**config.mk**
```make
export PLATFORM = sky130hd
export DESIGN_NAME = macu_acc
export DESIGN_NICKNAME = d
export VERILOG_FILES = /design/src/rtl/macu_pkg.sv /design/src/rtl/mul_sx.sv /design/src/rtl/macu_acc.sv
export SDC_FILE = /design/constraint.sdc
export NUM_CORES = 1
export LEC_CHECK = 0
export ABC_CLOCK_PERIOD_IN_PS = 5460
export BUFFER_PORTS_ARGS = -buffer_cell sky130_fd_sc_hd__buf_2
export CAP_MARGIN = 20
export CORE_UTILIZATION = 55
export DETAILED_ROUTE_END_ITERATION = 8
export PLACE_DENSITY = 0.79
export SLEW_MARGIN = 40
export SYNTH_ARGS = -nofsm -noshare
export SYNTH_HDL_FRONTEND = slang
export SYNTH_SLANG_ARGS = --single-unit
```
**constraint.sdc**
```tcl
create_clock -name clk -period 5.46 [get_ports clk]
set_input_delay 1.365 -clock clk [delete_from_list [all_inputs] [get_ports clk]]
set_output_delay 1.365 -clock clk [all_outputs]
set_load 0.01 [all_outputs]
```
**src/rtl/macu_pkg.sv**
```systemverilog
// Shared constants and helpers for the macu_acc MAC cell.
// The mode encoding, product width and the OW+1 -> OW signed clamp.
package macu_pkg;

   localparam logic MODE_CASC = 1'b0;
   localparam logic MODE_ACC  = 1'b1;

   localparam int DW_DEF = 8;
   localparam int OW_DEF = 20;
   localparam int PW     = 2 * DW_DEF + 2;

   // Clamp a sign-extended sum to the signed range of an ow-bit word (ow <= 64).
   function automatic logic [63:0] sat_ow(input logic signed [64:0] s, input int ow);
      logic signed [64:0] hi;
      logic signed [64:0] lo;
      hi = (65'sd1 <<< (ow - 1)) - 65'sd1;
      lo = -(65'sd1 <<< (ow - 1));
      if (s > hi)
         return hi[63:0];
      else if (s < lo)
         return lo[63:0];
      else
         return s[63:0];
   endfunction

endpackage

```
**src/rtl/mul_sx.sv**
```systemverilog
// (DW+1)x(DW+1) signed combinational multiplier; a plain product so it maps to a DSP.
module mul_sx #(
   parameter int DW = 8
) (
   input  logic signed [DW:0]     i_a,
   input  logic signed [DW:0]     i_b,
   output logic signed [2*DW+1:0] o_p
);

   assign o_p = i_a * i_b;

endmodule

```
**src/rtl/macu_acc.sv**
```systemverilog
// Systolic PE MAC cell: double-buffered stationary weight, 3-stage pipeline,
// cascade-add or local accumulate with optional saturation and sticky overflow.
module macu_acc
   import macu_pkg::*;
#(
   parameter int DW = DW_DEF,
   parameter int OW = OW_DEF   // must be >= 2*DW+2
) (
   input  logic                 clk,
   input  logic                 rst,
   input  logic [DW-1:0]        xi,
   input  logic                 x_vld,
   input  logic                 x_sgn,
   input  logic                 w_sgn,
   input  logic                 mode,
   input  logic                 acc_clr,
   input  logic [DW-1:0]        wi,
   input  logic                 w_ld,
   input  logic                 w_swap,
   input  logic signed [OW-1:0] ci,
   input  logic                 sat_en,
   output logic [DW-1:0]        xo,
   output logic                 xo_vld,
   output logic signed [OW-1:0] co,
   output logic                 co_vld,
   output logic                 ovf
);

   localparam int PWL = 2 * DW + 2;

   logic [DW-1:0]        r_wsh;
   logic [DW-1:0]        r_wact;

   logic [DW-1:0]        r_x1;
   logic                 r_v1;
   logic                 r_xs1;
   logic                 r_ws1;
   logic                 r_m1;
   logic                 r_clr1;

   logic signed [OW-1:0] r_p2;
   logic signed [OW-1:0] r_ci2;
   logic                 r_v2;
   logic                 r_m2;
   logic                 r_clr2;

   logic signed [OW-1:0] r_co;
   logic signed [OW-1:0] r_acc;
   logic                 r_co_vld;
   logic                 r_ovf;

   logic signed [DW:0]    w_a;
   logic signed [DW:0]    w_b;
   logic signed [PWL-1:0] w_p;
   logic signed [OW-1:0]  w_base;
   logic signed [OW:0]    w_sum;
   logic signed [OW-1:0]  w_sat;
   logic signed [OW-1:0]  w_res;
   logic                  w_oor;

   // Weight buffers: a simultaneous load+swap bypasses wi straight to the active weight.
   always_ff @(posedge clk) begin
      if (rst) begin
         r_wsh  <= '0;
         r_wact <= '0;
      end else if (w_ld && w_swap) begin
         r_wsh  <= wi;
         r_wact <= wi;
      end else begin
         if (w_swap)
            r_wact <= r_wsh;
         if (w_ld)
            r_wsh <= wi;
      end
   end

   always_ff @(posedge clk) begin
      if (rst) begin
         r_x1   <= '0;
         r_v1   <= 1'b0;
         r_xs1  <= 1'b0;
         r_ws1  <= 1'b0;
         r_m1   <= MODE_CASC;
         r_clr1 <= 1'b0;
      end else begin
         r_x1   <= xi;
         r_v1   <= x_vld;
         r_xs1  <= x_sgn;
         r_ws1  <= w_sgn;
         r_m1   <= mode;
         r_clr1 <= acc_clr;
      end
   end

   assign w_a = {r_xs1 & r_x1[DW-1], r_x1};
   assign w_b = {r_ws1 & r_wact[DW-1], r_wact};

   mul_sx #(.DW(DW)) u_mul (
      .i_a (w_a),
      .i_b (w_b),
      .o_p (w_p)
   );

   always_ff @(posedge clk) begin
      if (rst) begin
         r_p2   <= '0;
         r_ci2  <= '0;
         r_v2   <= 1'b0;
         r_m2   <= MODE_CASC;
         r_clr2 <= 1'b0;
      end else begin
         r_p2   <= OW'(w_p);
         r_ci2  <= ci;
         r_v2   <= r_v1;
         r_m2   <= r_m1;
         r_clr2 <= r_clr1;
      end
   end

   // One extra bit on the sum makes out-of-range a simple top-two-bits disagreement.
   assign w_base = (r_m2 == MODE_ACC) ? (r_clr2 ? '0 : r_acc) : r_ci2;
   assign w_sum  = {w_base[OW-1], w_base} + {r_p2[OW-1], r_p2};
   assign w_oor  = w_sum[OW] ^ w_sum[OW-1];
   assign w_sat  = OW'(sat_ow(65'(w_sum), OW));
   assign w_res  = sat_en ? w_sat : w_sum[OW-1:0];

   always_ff @(posedge clk) begin
      if (rst) begin
         r_co     <= '0;
         r_acc    <= '0;
         r_co_vld <= 1'b0;
         r_ovf    <= 1'b0;
      end else begin
         r_co_vld <= r_v2;
         if (r_v2) begin
            r_co  <= w_res;
            r_ovf <= (r_clr2 ? 1'b0 : r_ovf) | w_oor;
            if (r_m2 == MODE_ACC)
               r_acc <= w_res;
         end else if (r_clr2) begin
            r_acc <= '0;
            r_ovf <= 1'b0;
         end
      end
   end

   assign xo     = r_x1;
   assign xo_vld = r_v1;
   assign co     = r_co;
   assign co_vld = r_co_vld;
   assign ovf    = r_ovf;

endmodule
```
* Word-level counts from Yosys, hierarchy flattened
Cells that the tools add are included.
** Word-level totals
- Flip-flop bits (word level) :: 112
- Latch bits :: 0
- Bits in writable memories :: 0
- Memory bits (read-only) :: 0
- Input port bits :: 46
- Logic and storage cells :: 42
- Memories kept :: 0
** Operators by class
- $add $sub $neg :: 1
- Multipliers :: 1
- Divide/modulo/power cells :: 0
- $lt $le $gt $ge :: 2
- Eq/ne operators :: 1
- Shift operators :: 0
- Mux-type cells :: 13
- Bitwise logic cells :: 4
- Reductions and logical operators :: 3
** Operators by type and width (number)
- two-way mux 20 bit :: 7
- two-way mux 8 bit :: 4
- adder 20 x 18 -> 21 bit :: 1
- greater-than comparator 21 x 20 -> 1 bit, second input constant :: 1
- less-than comparator 21 x 20 -> 1 bit, second input constant :: 1
- multiplier 9 x 9 -> 18 bit :: 1
- nonzero test 2 bit :: 2
- AND 1 bit :: 2
- two-way mux 1 bit :: 2
- != test 2 x 1 -> 1 bit, second input constant :: 1
- logical AND 1 bit :: 1
- OR 1 bit :: 1
- bitwise XOR 1 bit :: 1

* Logic depth before layout (Yosys ltp)
- Word-level depth :: 9
- Gate-level depth with buffers :: 22

* Hierarchy
A second synthesis with hierarchy kept.
** Second synthesis, totals
- Cell total of the unflattened synthesis :: 923
- Area total of the unflattened synthesis :: 8348.0 sq um
** Modules (own cells, without submodules)
- macu_acc :: instances 1, cells an instance 594, area an instance 5300.1 sq um, sequential area each 2242.2 sq um
- mul_sx :: instances 1, cells an instance 329, area an instance 3047.9 sq um, sequential area each 0.0 sq um

* Worst setup path after synthesis
No wires, ideal clock.
- Kind :: register to register
- Start point :: reg r_wact[7]
- End point :: reg, netlist name r_p2[17]
- Library setup time :: 0.115 ns
- Arrival :: 5.432 ns
- Setup slack :: -0.088 ns
- Cell stages (with the launch flop) :: 20
- Buffers on the path :: 0
- Path through :: dfxtp_1 nand2_1 or2_2 fa_1 fa_1 inv_1 fa_1 fa_1 inv_1 fa_1 inv_1 ha_1 a21oi_1 o21bai_1 a21oi_1 o21bai_1 a211o_1 a2111oi_0 nor4_1 o21ba_2
** On the way
- Word-level cells in the longest chain between the ends :: 2
** RTL lines
- start: declaration :: RTL line macu_acc.sv:32 : logic [DW-1:0] r_wact;
- start signal: assignment :: RTL line macu_acc.sv:68 : r_wact <= wi;
- start signal: assignment :: RTL line macu_acc.sv:71 : r_wact <= r_wsh;
- AND 1 bit :: RTL line macu_acc.sv:96 : assign w_b = {r_ws1 & r_wact[DW-1], r_wact};
- multiplier 9 x 9 -> 18 bit * :: RTL line mul_sx.sv:10 : assign o_p = i_a * i_b;
Mark *: on every way between the ends. The rest lies on a longest branch, timed or not.
A chain may end at the register's enable or synchronous reset.

* Worst setup path in the final report
- Start point :: reg r_wact[7]
- End point :: reg, netlist name r_p2[17]
** On the way
- Word-level cells in the longest chain between the ends :: 2
** RTL lines (RTL line)
- AND 1 bit :: macu_acc.sv:96
- multiplier 9 x 9 -> 18 bit * :: mul_sx.sv:10
Marks and branches as above.

==> impl.org <==
** Floorplan
- The die covers 15900 µm².
- Die X :: 126.1 µm
- In this run the count of I/O pins placed on the die edge is 77.
- The initialized floorplan defines 44 standard-cell rows.
- The initial utilization of the core area, before any placement, comes to 0.5742.
- Measured along the y axis, the die boundary spans 126.1 µm.
- Core footprint :: 14750 µm²

** Yosys
- The mapped netlist covers 8472 µm².
- Leading post-synthesis cells by instance count :: inv_1, dfxtp_1, nand2_1
- Average footprint of a synthesized cell :: ~9 µm²
- Ranking of synthesized cells by area :: dfxtp_1, fa_1, ha_1
- Syn_nets :: between 1000 and 1500
- Number of unique standard cell types used by synthesis :: 66
- Top flip-flop cell by instance count after synthesis :: dfxtp_1
- Of the synthesized area, sequential elements account for 0.2647.
- The synthesized design spends more area on one cell type than any other, namely dfxtp_1.
- The cell count after synthesis came out at 954.
- Number of synthesized flops with an enable pin :: 0
- For this run, the number of Yosys warnings is 0.
- Most numerous cell in the Yosys netlist :: inv_1
- For this run, asynchronously set or reset flops after synthesis account for 0.
- Synthesis inferred roughly 110 register bits.
- Share of the synthesized area in the top cell type :: 0.2647

** Global route
- For met1 alone, demand over resource in global routing was 0.3136.
- Entering global routing, the biggest net connects 66 pins.
- Via count of the first global-routing pass :: between 6000 and 7000
- The first global-routing pass estimated 31.55 mm of wire.
- In the global route stage, met2 resource usage came out at 0.4420.
- The initial antenna violation count was 0.
- For this run the aggregate overflow at the end of global routing stands at 0.
- For this run, global-route usage on met3 was measured as 0.04800.
- The layer flagged by global routing as most heavily used is met2.
- Across every metal layer, demand over resource in global routing totals 0.2490.

** Clock tree
- The clock drives 112 sinks.
- Level count of the clock H-tree :: 3
- # hold bufs at CTS :: 0
- Clock slew seen by the registers of the worst setup and hold paths :: around 0.080 ns
- Total setup buffers inserted after CTS :: 0
- TritonCTS built the clock tree.
- Num CTS Buffers :: 9
- Root buffer cell :: clkbuf_16
- No sink is reached through more buffers than the 2 on the longest clock path.
- At the later pin of the worst-skew pair, clock insertion delay measures 0.37 ns.

** Place
- Timing analysis after detailed placement gives a worst setup slack of -0.05446 ns.
- At the end of routability-driven placement, the weighted congestion stood at slightly above 0.9.
- The number of placed instances, taps included, is ~1200.
- The placed instances occupy a cell area of between 9000 and 10000 µm².
- Port Buffers :: 76
- The wire-length estimate of the detail-placed layout is 14.51 mm.

** STA
- Worst path setup slack after routing :: between 0.15 and 0.2 ns
- Slew @ Worst Pin :: 0.7133 ns
- Unrepaired setup endpoints after global routing :: false
- Setup violations remaining at the end of the flow were counted as 0.
- The tightest hold path in the finished design has a slack of 0.4466 ns.
- In this run the tightest slew margin relative to its limit is 0.5245.
- Clock Skews :: about 0.013 ns
- The final count of hold timing violations is 0.
- The number of max-slew violations in the final report was 0.
- Final Cycle Share :: 0.9634
- Derived from the worst setup path, the maximum achievable clock frequency is 190.1 MHz.
- The routed design could run at a clock period as short as 5.260 ns.

** Cells and area
- Number of standard cells in the final layout excluding fillers :: 1200
- Number of filler cells placed in the layout :: ~1300
- Layout overhead on the synthesized area :: 11.03%
- After routing the design area is 9407 µm².
- Total number of nets in the final design :: 1189
- Of the cells placed in the final design, the portion with a size suffix greater than 1 is 0.1624.
- The number of antenna diodes in the final layout is 0.

** Drt
- After detailed routing, the number of remaining DRC violations is 0.
- Routed wire length :: 18.53 mm
- Once detail routing completed, the nets flagged for antenna violations numbered 0.
- Dividing the detail-routed via count by the number of cells gives 5.551.
- Per-cell routed wire length :: approximately 15 µm
- Initial detailed-routing violation count :: 401
- Before antenna repair, the detailed router went through 5 iterations.
- Across all layers, the routed design uses between 6000 and 7000 vias.

** Power and ir drop
- Psw :: 0.6890 mW
- Relative contribution of sequential cells to total power :: 0.422
- Sw Ratio :: 0.3265
- Internal power of the cells :: 1.421 mW
- Post-layout power :: 2.110 mW
- Peak ir drop on the vdd network :: between 0.2 and 0.25 mV
- P_leak :: 4.394 nW
- The share of total power dissipated in the clock network is 0.313.
- Power spread over the standard cell area amounts to 224.3 nW/µm².
- The share of total power dissipated in combinational logic is 0.265.

** Hold path
- Along the worst hold path, the cell count comes to 1.
- In this run the most critical hold path is launched from r_m1.
- Worst min path class :: register to register

** Setup path
- Maximum fanout along the worst path :: 2
- Worst Setup Path Type :: register to register
- Data on the critical path is required at its endpoint by around 5.7 ns.
- Launch instance of the worst register-to-register path :: r_wact[7]
- Cells on worst reg2reg path :: 19
- The worst setup path is launched from a register.
- Critical path startpoint :: r_wact[7]
- STA classifies the critical path endpoint as a register.
- Worst Path Arrival :: about 5.5 ns

** Outcome
- Status :: complete, no violations

** Run
- Max-cap violations in this run came to 0.
-- logic make-up (layout without fill, tap and decap cells) --
| logic type | count (synthesis) | in the layout | share of synthesized area |
|---|---|---|---|
| buffers and inverters | 169 | 231 | 0.07827 |
| AO/OA/AOI/OAI | 175 | 175 | 0.1570 |
| multiplexers | 18 | 18 | 0.02186 |
| adder cells (fa/ha/maj) | 132 | 132 | 0.2579 |
| flip-flops | 112 | 112 | 0.2647 |
| XOR/XNOR | 30 | 30 | 0.03101 |
| AND/OR/NAND/NOR | 318 | 318 | 0.1893 |
-- worst max-delay path: stages, from the launching register on --
cell       delay (ns)
dfxtp_2          0.34
nand2_1          0.06
or2_2            0.29
fa_1             0.46
fa_1             0.55
inv_1            0.05
fa_1             0.46
fa_1             0.55
inv_1            0.05
fa_1             0.53
inv_1            0.06
ha_4             0.24
a21oi_2          0.15
o21bai_1         0.10
a21oi_2          0.16
o21bai_1         0.11
a211o_1          0.31
a2111oi_4        0.37
nor4_1           0.09
o21ba_2          0.22
-- path summary, 6_finish.rpt --
kind                   end  slack [ns]
setup / recovery  r_p2[17]        0.20
hold / removal        r_m2        0.45
setup reg to reg  r_p2[17]        0.20
hold reg to reg       r_m2        0.45
-- metal layers --
layer	wire length (µm)	up-vias
li1	-	3298
met1	8520	3187
met2	9099	158
met3	680	18
met4	228	0
met5	0	-
-- layout make-up --
| cell class | count | area [µm²] | area share |
|---|---|---|---|
| Clock buffer | 10 | 239.0 | 0.02541 |
| Clock inverter | 6 | 50.05 | 0.005321 |
| Inverter | 113 | 424.2 | 0.04509 |
| Multi-Input combinational cell | 673 | 5620 | 0.5975 |
| Sequential cell | 112 | 2252 | 0.2394 |
| Tap cell | 184 | 230.2 | 0.02447 |
| Timing Repair Buffer | 102 | 590.6 | 0.06278 |
-- metrics by stage --
step	setup TNS, ns	utilization
final	0	0.6376
after floorplan	0	-
after global routing	0	0.6376
after global placement	0	0.6149
after detailed placement	-0.05446	0.6149
after CTS	0	0.6356
-- power groups by stage --
stage / Combinational [mW] / Clock [mW] / Sequential, mW
floorplan: 0.416 / 0 / 0.903
global placement: 0.537 / 0 / 0.907
detailed placement: 0.550 / 0 / 0.908
CTS: 0.556 / 0.673 / 0.890
global route: 0.635 / 0.706 / 0.896
finish: 0.560 / 0.659 / 0.891
-- cell usage in the layout, fill, tap and decap left out, types with 3 or more instances in the layout --
master	n
clkbuf_16	9
nand4_1	8
a31oi_1	4
and2_1	35
a22oi_1	9
a211oi_1	12
o31ai_1	3
nor3_1	18
buf_4	26
o211ai_1	4
inv_1	113
nor2b_1	60
fa_1	71
ha_1	60
nand2_1	83
mux2i_1	16
a21o_1	9
nor2_1	73
o21bai_1	5
dfxtp_2	8
or2_2	4
and3_1	7
a311oi_1	19
buf_2	75
nand2b_1	8
nand3_1	7
a211o_1	3
dfxtp_1	104
a21oi_1	26
a221oi_2	7
a31o_2	13
xor2_1	10
xnor2_1	20
o221ai_1	4
o21ai_0	30
-- sequential cells by signal, indices dropped and copies added, names as in the netlist --
register	flops
co	20
co_vld	1
ovf	1
r_acc	20
r_ci2	20
r_clr1	1
r_clr2	1
r_m1	1
r_m2	1
r_p2	18
r_v2	1
r_wact	8
r_ws1	1
r_wsh	8
r_xs1	1
xo	8
xo_vld	1
-- timing repair --
item	4_1_cts	5_1_grt
gates resized for setup	2	10
endpoints found under the setup margin	1	1
pin swaps	1	8
cloned	0	0
Power figures use the tool's default switching activity.
